File: config.mk
export PLATFORM = sky130hd
export DESIGN_NAME = mips32_program_loader
export DESIGN_NICKNAME = d
export VERILOG_FILES = /design/src/rtl/mips32_program_loader.sv
export SDC_FILE = /design/constraint.sdc
export NUM_CORES = 1
export LEC_CHECK = 0
export BUFFER_PORTS_ARGS = -buffer_cell sky130_fd_sc_hd__buf_2
export CORE_UTILIZATION = 45
export DETAILED_ROUTE_END_ITERATION = 16
export PLACE_DENSITY = 0.77
export SYNTH_ARGS = -nofsm -noshare
export SYNTH_HDL_FRONTEND = slang
export SYNTH_SLANG_ARGS = --single-unit
export TNS_END_PERCENT = 100
File: constraint.sdc
create_clock -name clk -period 8.2 [get_ports clk]
set_input_delay 1.23 -clock clk [delete_from_list [all_inputs] [get_ports clk]]
set_output_delay 1.23 -clock clk [all_outputs]
set_load 0.1 [all_outputs]
File: src/rtl/mips32_program_loader.sv
// mips32_program_loader: byte-stream boot loader that fills MEM, then releases the MIPS32 core at START_PC.
// Optional LOADER_CHECKSUM_EN: a trailing XOR checksum word must match before the core is started.
module mips32_program_loader #(
  parameter int          AW       = 10,
  parameter logic [31:0] START_PC = 32'h0
) (
  input  logic          clk,
  input  logic          rst_n,
  input  logic          s_valid,
  input  logic [7:0]    s_data,
  output logic          s_ready,
  output logic          mem_we,
  output logic [AW-1:0] mem_addr,
  output logic [31:0]   mem_wdata,
  output logic          cpu_hold,
  output logic          cpu_start,
  output logic [31:0]   cpu_pc,
  input  logic          restart,
  output logic          busy,
  output logic          done,
  output logic          error,
  output logic [15:0]   words_written
);
`ifdef LOADER_CHECKSUM_EN
  typedef enum logic [2:0] {IDLE, HDR, DATA, START, DONE, ERR, CSUM} state_t;
`else
  typedef enum logic [2:0] {IDLE, HDR, DATA, START, DONE, ERR} state_t;
`endif
  state_t        state, nxt;
  logic [1:0]    cnt;
  logic [23:0]   sh;
  logic [15:0]   rem;
  logic [AW-1:0] ptr;
  logic [31:0]   word;
  logic          acc, wdone, hdr_bad, nxt_csum;
  assign acc     = s_valid && s_ready && !restart;
  assign wdone   = acc && cnt == 2'd3;
  assign word    = {sh, s_data};
  assign hdr_bad = ({1'b0, word[31:16]} + {1'b0, word[15:0]}) > (17'd1 << AW);
  assign cpu_pc  = START_PC;
`ifdef LOADER_CHECKSUM_EN
  localparam state_t TERM = CSUM;
  logic [31:0] csum;
  assign nxt_csum = nxt == CSUM;
`else
  localparam state_t TERM = START;
  assign nxt_csum = 1'b0;
`endif
  always_comb begin
    nxt = state;
    case (state)
      IDLE:    nxt = HDR;
      HDR:     if (wdone) nxt = word[15:0] == 16'd0 ? TERM : hdr_bad ? ERR : DATA;
      DATA:    if (wdone && rem == 16'd1) nxt = HDR;
`ifdef LOADER_CHECKSUM_EN
      CSUM:    if (wdone) nxt = word == csum ? START : ERR;
`endif
      START:   nxt = DONE;
      default: nxt = state;
    endcase
    if (restart) nxt = IDLE;
  end
  // Status outputs are registered from the next state so they change with the state itself.
  always_ff @(posedge clk or negedge rst_n) begin
    if (!rst_n) begin
      state         <= IDLE;
      cnt           <= '0;
      sh            <= '0;
      rem           <= '0;
      ptr           <= '0;
      mem_we        <= 1'b0;
      mem_addr      <= '0;
      mem_wdata     <= '0;
      words_written <= '0;
      s_ready       <= 1'b0;
      busy          <= 1'b0;
      cpu_hold      <= 1'b1;
      cpu_start     <= 1'b0;
      done          <= 1'b0;
      error         <= 1'b0;
`ifdef LOADER_CHECKSUM_EN
      csum          <= '0;
`endif
    end else begin
      state         <= nxt;
      s_ready       <= nxt == HDR || nxt == DATA || nxt_csum;
      busy          <= nxt == HDR || nxt == DATA || nxt_csum || nxt == START;
      cpu_hold      <= !(nxt == START || nxt == DONE);
      cpu_start     <= nxt == START;
      done          <= nxt == DONE;
      error         <= nxt == ERR;
      cnt           <= restart ? 2'd0 : cnt + 2'(acc);
      mem_we        <= state == DATA && wdone;
      words_written <= restart ? '0 : words_written + 16'(mem_we && words_written != 16'hFFFF);
      if (acc) sh <= word[23:0];
      if (state == HDR && wdone) begin
        ptr <= word[16 +: AW];
        rem <= word[15:0];
      end
      if (state == DATA && wdone) begin
        mem_addr  <= ptr;
        mem_wdata <= word;
        ptr       <= ptr + 1'b1;
        rem       <= rem - 1'b1;
      end
`ifdef LOADER_CHECKSUM_EN
      csum <= (restart || state == IDLE) ? '0 : (state == DATA && wdone) ? csum ^ word : csum;
`endif
    end
  end
endmodule
* After elaboration in Yosys (flattened, before gate mapping) *
Cells that the tools add are included.

word-level totals
  output and inout port bits = 97
  logic and storage cells = 59
  register bits = 120
  input port bits = 12

cells by class
  eq/ne operators = 11
  order comparisons = 1
  reduce and logical (&&, ||, !) cells = 15
  $add $sub $neg = 5
  muxes and demuxes = 12

operator list
  operator                 number
  $mux W16                 3
  $mux W10                 2
  $add A16 B16 Y17         1
  $gt A17 B11 Y1 const B   1
  $add A16 B1 Y16          1
  $eq A16 B1 Y1 const B    1
  $logic_not A16 Y1        1
  $ne A16 B16 Y1 const B   1
  $sub A16 B1 Y16 const B  1
  $mux W3                  5
  $eq A3 B2 Y1 const B     4
  $pmux W3 S4              1
  $add A10 B1 Y10 const B  1
  $logic_and A1 B1 Y1      7
  $eq A3 B1 Y1 const B     2
  $eq A3 B3 Y1 const B     2
  $logic_not A3 Y1         1
  $logic_or A1 B1 Y1       3
  $add A2 B1 Y2            1
  $eq A2 B2 Y1 const B     1
  $logic_not A1 Y1         2
  $mux W2                  1
  $reduce_bool A2 Y1       1

* Longest topological paths before layout *
  word-level depth = 10
  gate-level depth with buffers = 11
  mapped depth without buffers = 11

* Least setup slack after synthesis *
No wires, ideal clock.

  kind = input port to flip-flop
  start point = in s_data[0]
  end point = reg s_ready
  data arrival time = 3.595 ns
  library setup time = 0.131 ns
  slack = 4.475 ns
  buffers on the path = 0
  cell stages on the path = 10
  data required time = 8.069 ns
  cell sequence = ha_1 -> fa_1 -> or4_1 -> a211oi_1 -> nand4_1 -> nor4_1 -> o2111a_2 -> a2bb2oi_1 -> and2_1 -> nor3_2

on the way
  word-level cells in the longest chain between the ends = 9
  elaborated cells between the ends (all ways) = 11
  classes of those cells = add/sub (1); order compare (1); eq/ne (2); mux (5); reduce/logical (2)

ends and longest elaborated chain
  item                                                 RTL line  source
  start, declared                                      10        input logic [7:0] s_data,
  $add A16 B16 Y17                                     39        assign hdr_bad = ({1'b0, word[31:16]} + {1'b0, word[15:0]}) > (17'd1 << AW);
  $gt A17 B11 Y1                                       39
  $mux W3                                              53        HDR: if (wdone) nxt = word[15:0] == 16'd0 ? TERM : hdr_bad ? ERR : DATA;
  $mux W3 (*) (2 in a row)                             53
  $pmux W3 S4 (*)                                      51        case (state)
  $mux W3 (*)                                          61        if (restart) nxt = IDLE;
  named net nxt[1]                                     29        state_t state, nxt;
  $eq A3 B1 Y1 / $eq A3 B2 Y1 (equally long branches)  86        s_ready <= nxt == HDR || nxt == DATA || nxt_csum;
  $logic_or A1 B1 Y1 (*)                               86
  end signal, assigned                                 86
  end, declared                                        11        output logic s_ready,

The timed path passes the listed nets; every way through them passes the cells marked *.
A chain may end at the register's enable or synchronous reset.

* Worst setup path after layout *
  start point = in restart
  end point = reg rem[13]

on the way
  word-level cells in the longest chain between the ends = 5
  elaborated cells between the ends (all ways) = 7
  classes of those cells = mux (1); reduce/logical (6)

ends and longest elaborated chain
  item                                                   RTL line  source
  start, declared                                        18        input logic restart,
  $logic_not A1 Y1 (*)                                   36        assign acc = s_valid && s_ready && !restart;
  $logic_and A1 B1 Y1 (*)                                36
  $logic_and A1 B1 Y1 (*)                                37        assign wdone = acc && cnt == 2'd3;
  $logic_and A1 B1 Y1 (on tied branches)                 100, 96
  $mux W16 / $reduce_bool A2 Y1 (equally long branches)  -
  end signal, assigned                                   98        rem <= word[15:0];
  end signal, assigned                                   104       rem <= rem - 1'b1;
  end, declared                                          32        logic [15:0] rem;

Mark *: on every way between the ends. The rest lies on a longest branch, timed or not.

==> summary.md <==
| Metric | Value |
|---|---|
| Status | `completed` |
| RSZ-0062 raised after global routing | `no` |
| Final nets | `815` |
| Clock power share | `approximately 44%` |
| Combinational power share | `~18%` |
| Max stage delay on crit path | `roughly 0.94 ns` |
| Hold path depth | `2` |
| Levels on crit path | `8` |
| Worst setup path start | `restart` |
| Critical path class | `input port to flop` |
| Post-CTS resize count | `0` |
| Setup Buffers After CTS | `0` |
| Worst-path fanout max | `26` |
| Final hold vios | `0` |
| Crit start category | `input port` |
| Dominant synthesized flop cell | `dfrtp_1` |
| First DRT Iteration DRCs | `between 400 and 500` |
| Tightest Pin Transition | `1.053 ns` |
| Yosys cell types | `74` |
| Num rows | `43` |
| Post-synthesis cell count | `between 700 and 800` |
| ANT cells | `0` |
| Hold WC Path Type | `flop to flop` |
| DIE WIDTH | `about 120 um` |
| Synthesized area | `6351 sq um` |
| PortBufs | `76` |
| Buffer and inverter count on the worst path | `2` |
| Critical path destination | `rem[13]` |
| Final min period | `4.909 ns` |
| Reg power frac | `between 30% and 40%` |
| Max H-tree Level | `4` |
| Final setup violation count | `0` |
| Leakage | `about 4 nW` |
| GP Congestion | `0.8844` |
| Worst r2r src | `s_ready` |
| CTS Hold Bufs | `0` |
| Wire length per cell | `16.13 um` |
| Most common cell in the netlist | `nand2_1` |
| Chip height | `roughly 120 um` |
| Fin crit share | `approximately three fifths` |
| Max-cap violations | `0` |
| Achievable frequency | `between 200 and 250 MHz` |
| Reg2Reg Setup Slack | `between 4 and 5 ns` |
| Total GRT Usage | `about 23%` |
| Setup TNS | `0 ns` |
| Mean Syn Cell Area | `about 9.0 sq um` |
| Worst Hold Launch | `mem_wdata[31]` |
| Area contributors post-synth | `dfrtp_1, nand2_1, ha_1` |
| Die area | `between 10000 and 15000 sq um` |
| Slowest CP cell | `clkinv_1` |
| Initial antenna violation count | `0` |
| Setup crit end kind | `flop` |
| Sw frac | `30.47%` |
| Worst EP required | `approximately 8.5 ns` |
| Multi-input logic area | `approximately 3100 sq um` |
| First-pass GRT wire length | `about 26000 um` |
| Sequential cell area fraction in the yosys report | `between 40% and 50%` |
| Area grow syn2layout | `16.04%` |
| DR pass1 iterations | `6` |
| Dpl hpwl | `10690 um` |
| Layout cell share with drive strength beyond 1 | `17.28%` |
| Post-synth top area cell | `dfrtp_1` |
| Area share of the largest cell type after synthesis | `46.89%` |
| Arr. time, crit path | `~5.2 ns` |
| Max-slew violations | `0` |
| Slew headroom | `around 30%` |
| Area of the core | `~14000 sq um` |
| Latest clock arrival within the worst-skew pair | `roughly 0.42 ns` |
| Clock Sink Count | `120` |
| Vias in the first global route | `between 5000 and 6000` |
| Reg-to-Reg End | `rem[13]` |
| Post-DRT Antenna Nets | `0` |
| GRT Residual Overflow | `0` |
| Root Driver | `clkbuf_16` |
| CTS tree | `built` |
| I/O pin cnt | `109` |
| Largest net degree at the start of global routing | `slightly below 70` |
| Post-synth EDFFs | `0` |
| Pwr/cell area | `~240 nW/um^2` |
| Reg2Reg Depth | `7` |
| Hold WS | `around 0.47 ns` |
| Post-synth top cells | `nand2_1, dfrtp_1, nor2_1` |
| Post-synth ARST share | `100.0%` |
| Seq cells post-synth | `120` |
| Worst path cell trace | `buf_2, nand3b_1, clkinv_1, and3_1, and3_1, nor2_1, nor2_1, o221a_2` |
| Overall power | `around 1.8 mW` |
| Crit-path leading delay family | `simple AND/OR/NAND/NOR gates` |
| Filler cells | `about 1200` |
| # DRC | `0` |
| Vias per cell | `approximately 5.4` |
| Clk_skew | `approximately 0.011 ns` |
| Total wire length | `15700 um` |
| Clock buffer count from CTS | `17` |
| Ys Warns | `0` |
| Cell Int Power | `between 1 and 1.5 mW` |
| Maximum vdd drop | `0.0001566 V` |
| Sw power | `approximately 0.54 mW` |
| Worst-path clk slew | `around 0.06 ns` |
| Max Buffers Root-to-Sink | `2` |
| DR vias | `approximately 5300` |
| Reg area | `3004 sq um` |
| Starting density of the core | `a little under half` |
==> worst min path at each step <==
stage / to
after floorplan: rem[4]
after global placement: rem[4]
after detailed placement: mem_addr[1]
after CTS: mem_addr[1]
after global routing: mem_addr[1]
final: mem_wdata[31]
==> through the flow <==
| step | area [sq um] | util (%) | setup slack, ns | instances |
|---|---|---|---|---|
| 5_1_grt | 7370 | 53.30 | 2.952 | 973 |
| 3_5_place_dp | 6741 | 48.76 | 2.942 | 941 |
| 4_1_cts | 7370 | 53.30 | 3.356 | 973 |
| 6_report | 7370 | 53.30 | 3.291 | 973 |
| 2_1_floorplan | 6467 | - | 4.475 | 740 |
| 3_3_place_gp | 6741 | 48.76 | 3.034 | 941 |
==> registers in the layout, indices dropped and copies added, names as in the netlist, 2 cells and up <==
name and cells:
state 3, words_written 16, rem 16, ptr 10
sh 24, cnt 2, mem_addr 10, mem_wdata 32
==> metal layers <==
layer  global-route usage (%)  share of wire, %  vias up
met4                    8.179               1.6        0
met5                        0                 0        -
met2                    36.14                47      227
li1                         -                 -     2518
met3                    5.566               7.9       22
met1                    31.42                44     2527
==> cells by family after synthesis <==
| kind of cell | count (synthesis) | share of synthesized area [%] |
|---|---|---|
| muxes | 1 | 0.1576 |
| buffers and inverters | 66 | 6.225 |
| and+or+nand+nor | 376 | 26.40 |
| adders and majority gates | 23 | 4.649 |
| AOI/OAI and AO/OA | 103 | 12.59 |
| DFF | 120 | 47.30 |
| xor gates and xnor gates | 19 | 2.620 |
| other | 1 | 0.05904 |
==> cell type report <==
type | count | share of cell area [%]
multi-input cells | 554 | 41.70
flip-flops and latches | 120 | 40.76
clock buffers | 17 | 5.772
repair buffers | 80 | 5.603
well taps | 180 | 3.056
clock inverters | 15 | 2.750
inverters | 7 | 0.3565
==> power groups by stage <==
stage | Combinational (mW) | Sequential, mW | Clock [mW]
2_1_floorplan | 0.259 | 0.655 | 0
3_3_place_gp | 0.301 | 0.678 | 0
3_5_place_dp | 0.307 | 0.679 | 0
4_1_cts | 0.307 | 0.669 | 0.793
5_1_grt | 0.340 | 0.672 | 0.824
6_report | 0.309 | 0.672 | 0.784
==> worst min-delay path, cell delays in order, from the launching register on <==
cell	delay, ns
dfrtp_1	0.33
nand2_1	0.05
nand2_1	0.05
==> layout by cell type, fill, tap and decap left out, drive strengths merged, types with 3 or more instances in the layout <==
| cell type | instances |
|---|---|
| o21ai | 12 |
| or2 | 3 |
| bufinv | 4 |
| nand4 | 5 |
| o211ai | 14 |
| nor3 | 15 |
| inv | 6 |
| a311oi | 3 |
| or3 | 10 |
| xnor2 | 4 |
| ha | 22 |
| nand2 | 230 |
| a21o | 5 |
| clkinv | 10 |
| buf | 80 |
| xor2 | 15 |
| nor4 | 7 |
| nand3 | 20 |
| nor2b | 4 |
| and3 | 12 |
| o311ai | 4 |
| dfrtp | 119 |
| a221o | 5 |
| conb | 32 |
| nor3b | 6 |
| clkbuf | 17 |
| a21oi | 22 |
| a211oi | 11 |
| and2 | 6 |
| nor2 | 47 |
(Power assumes the default switching activity.)
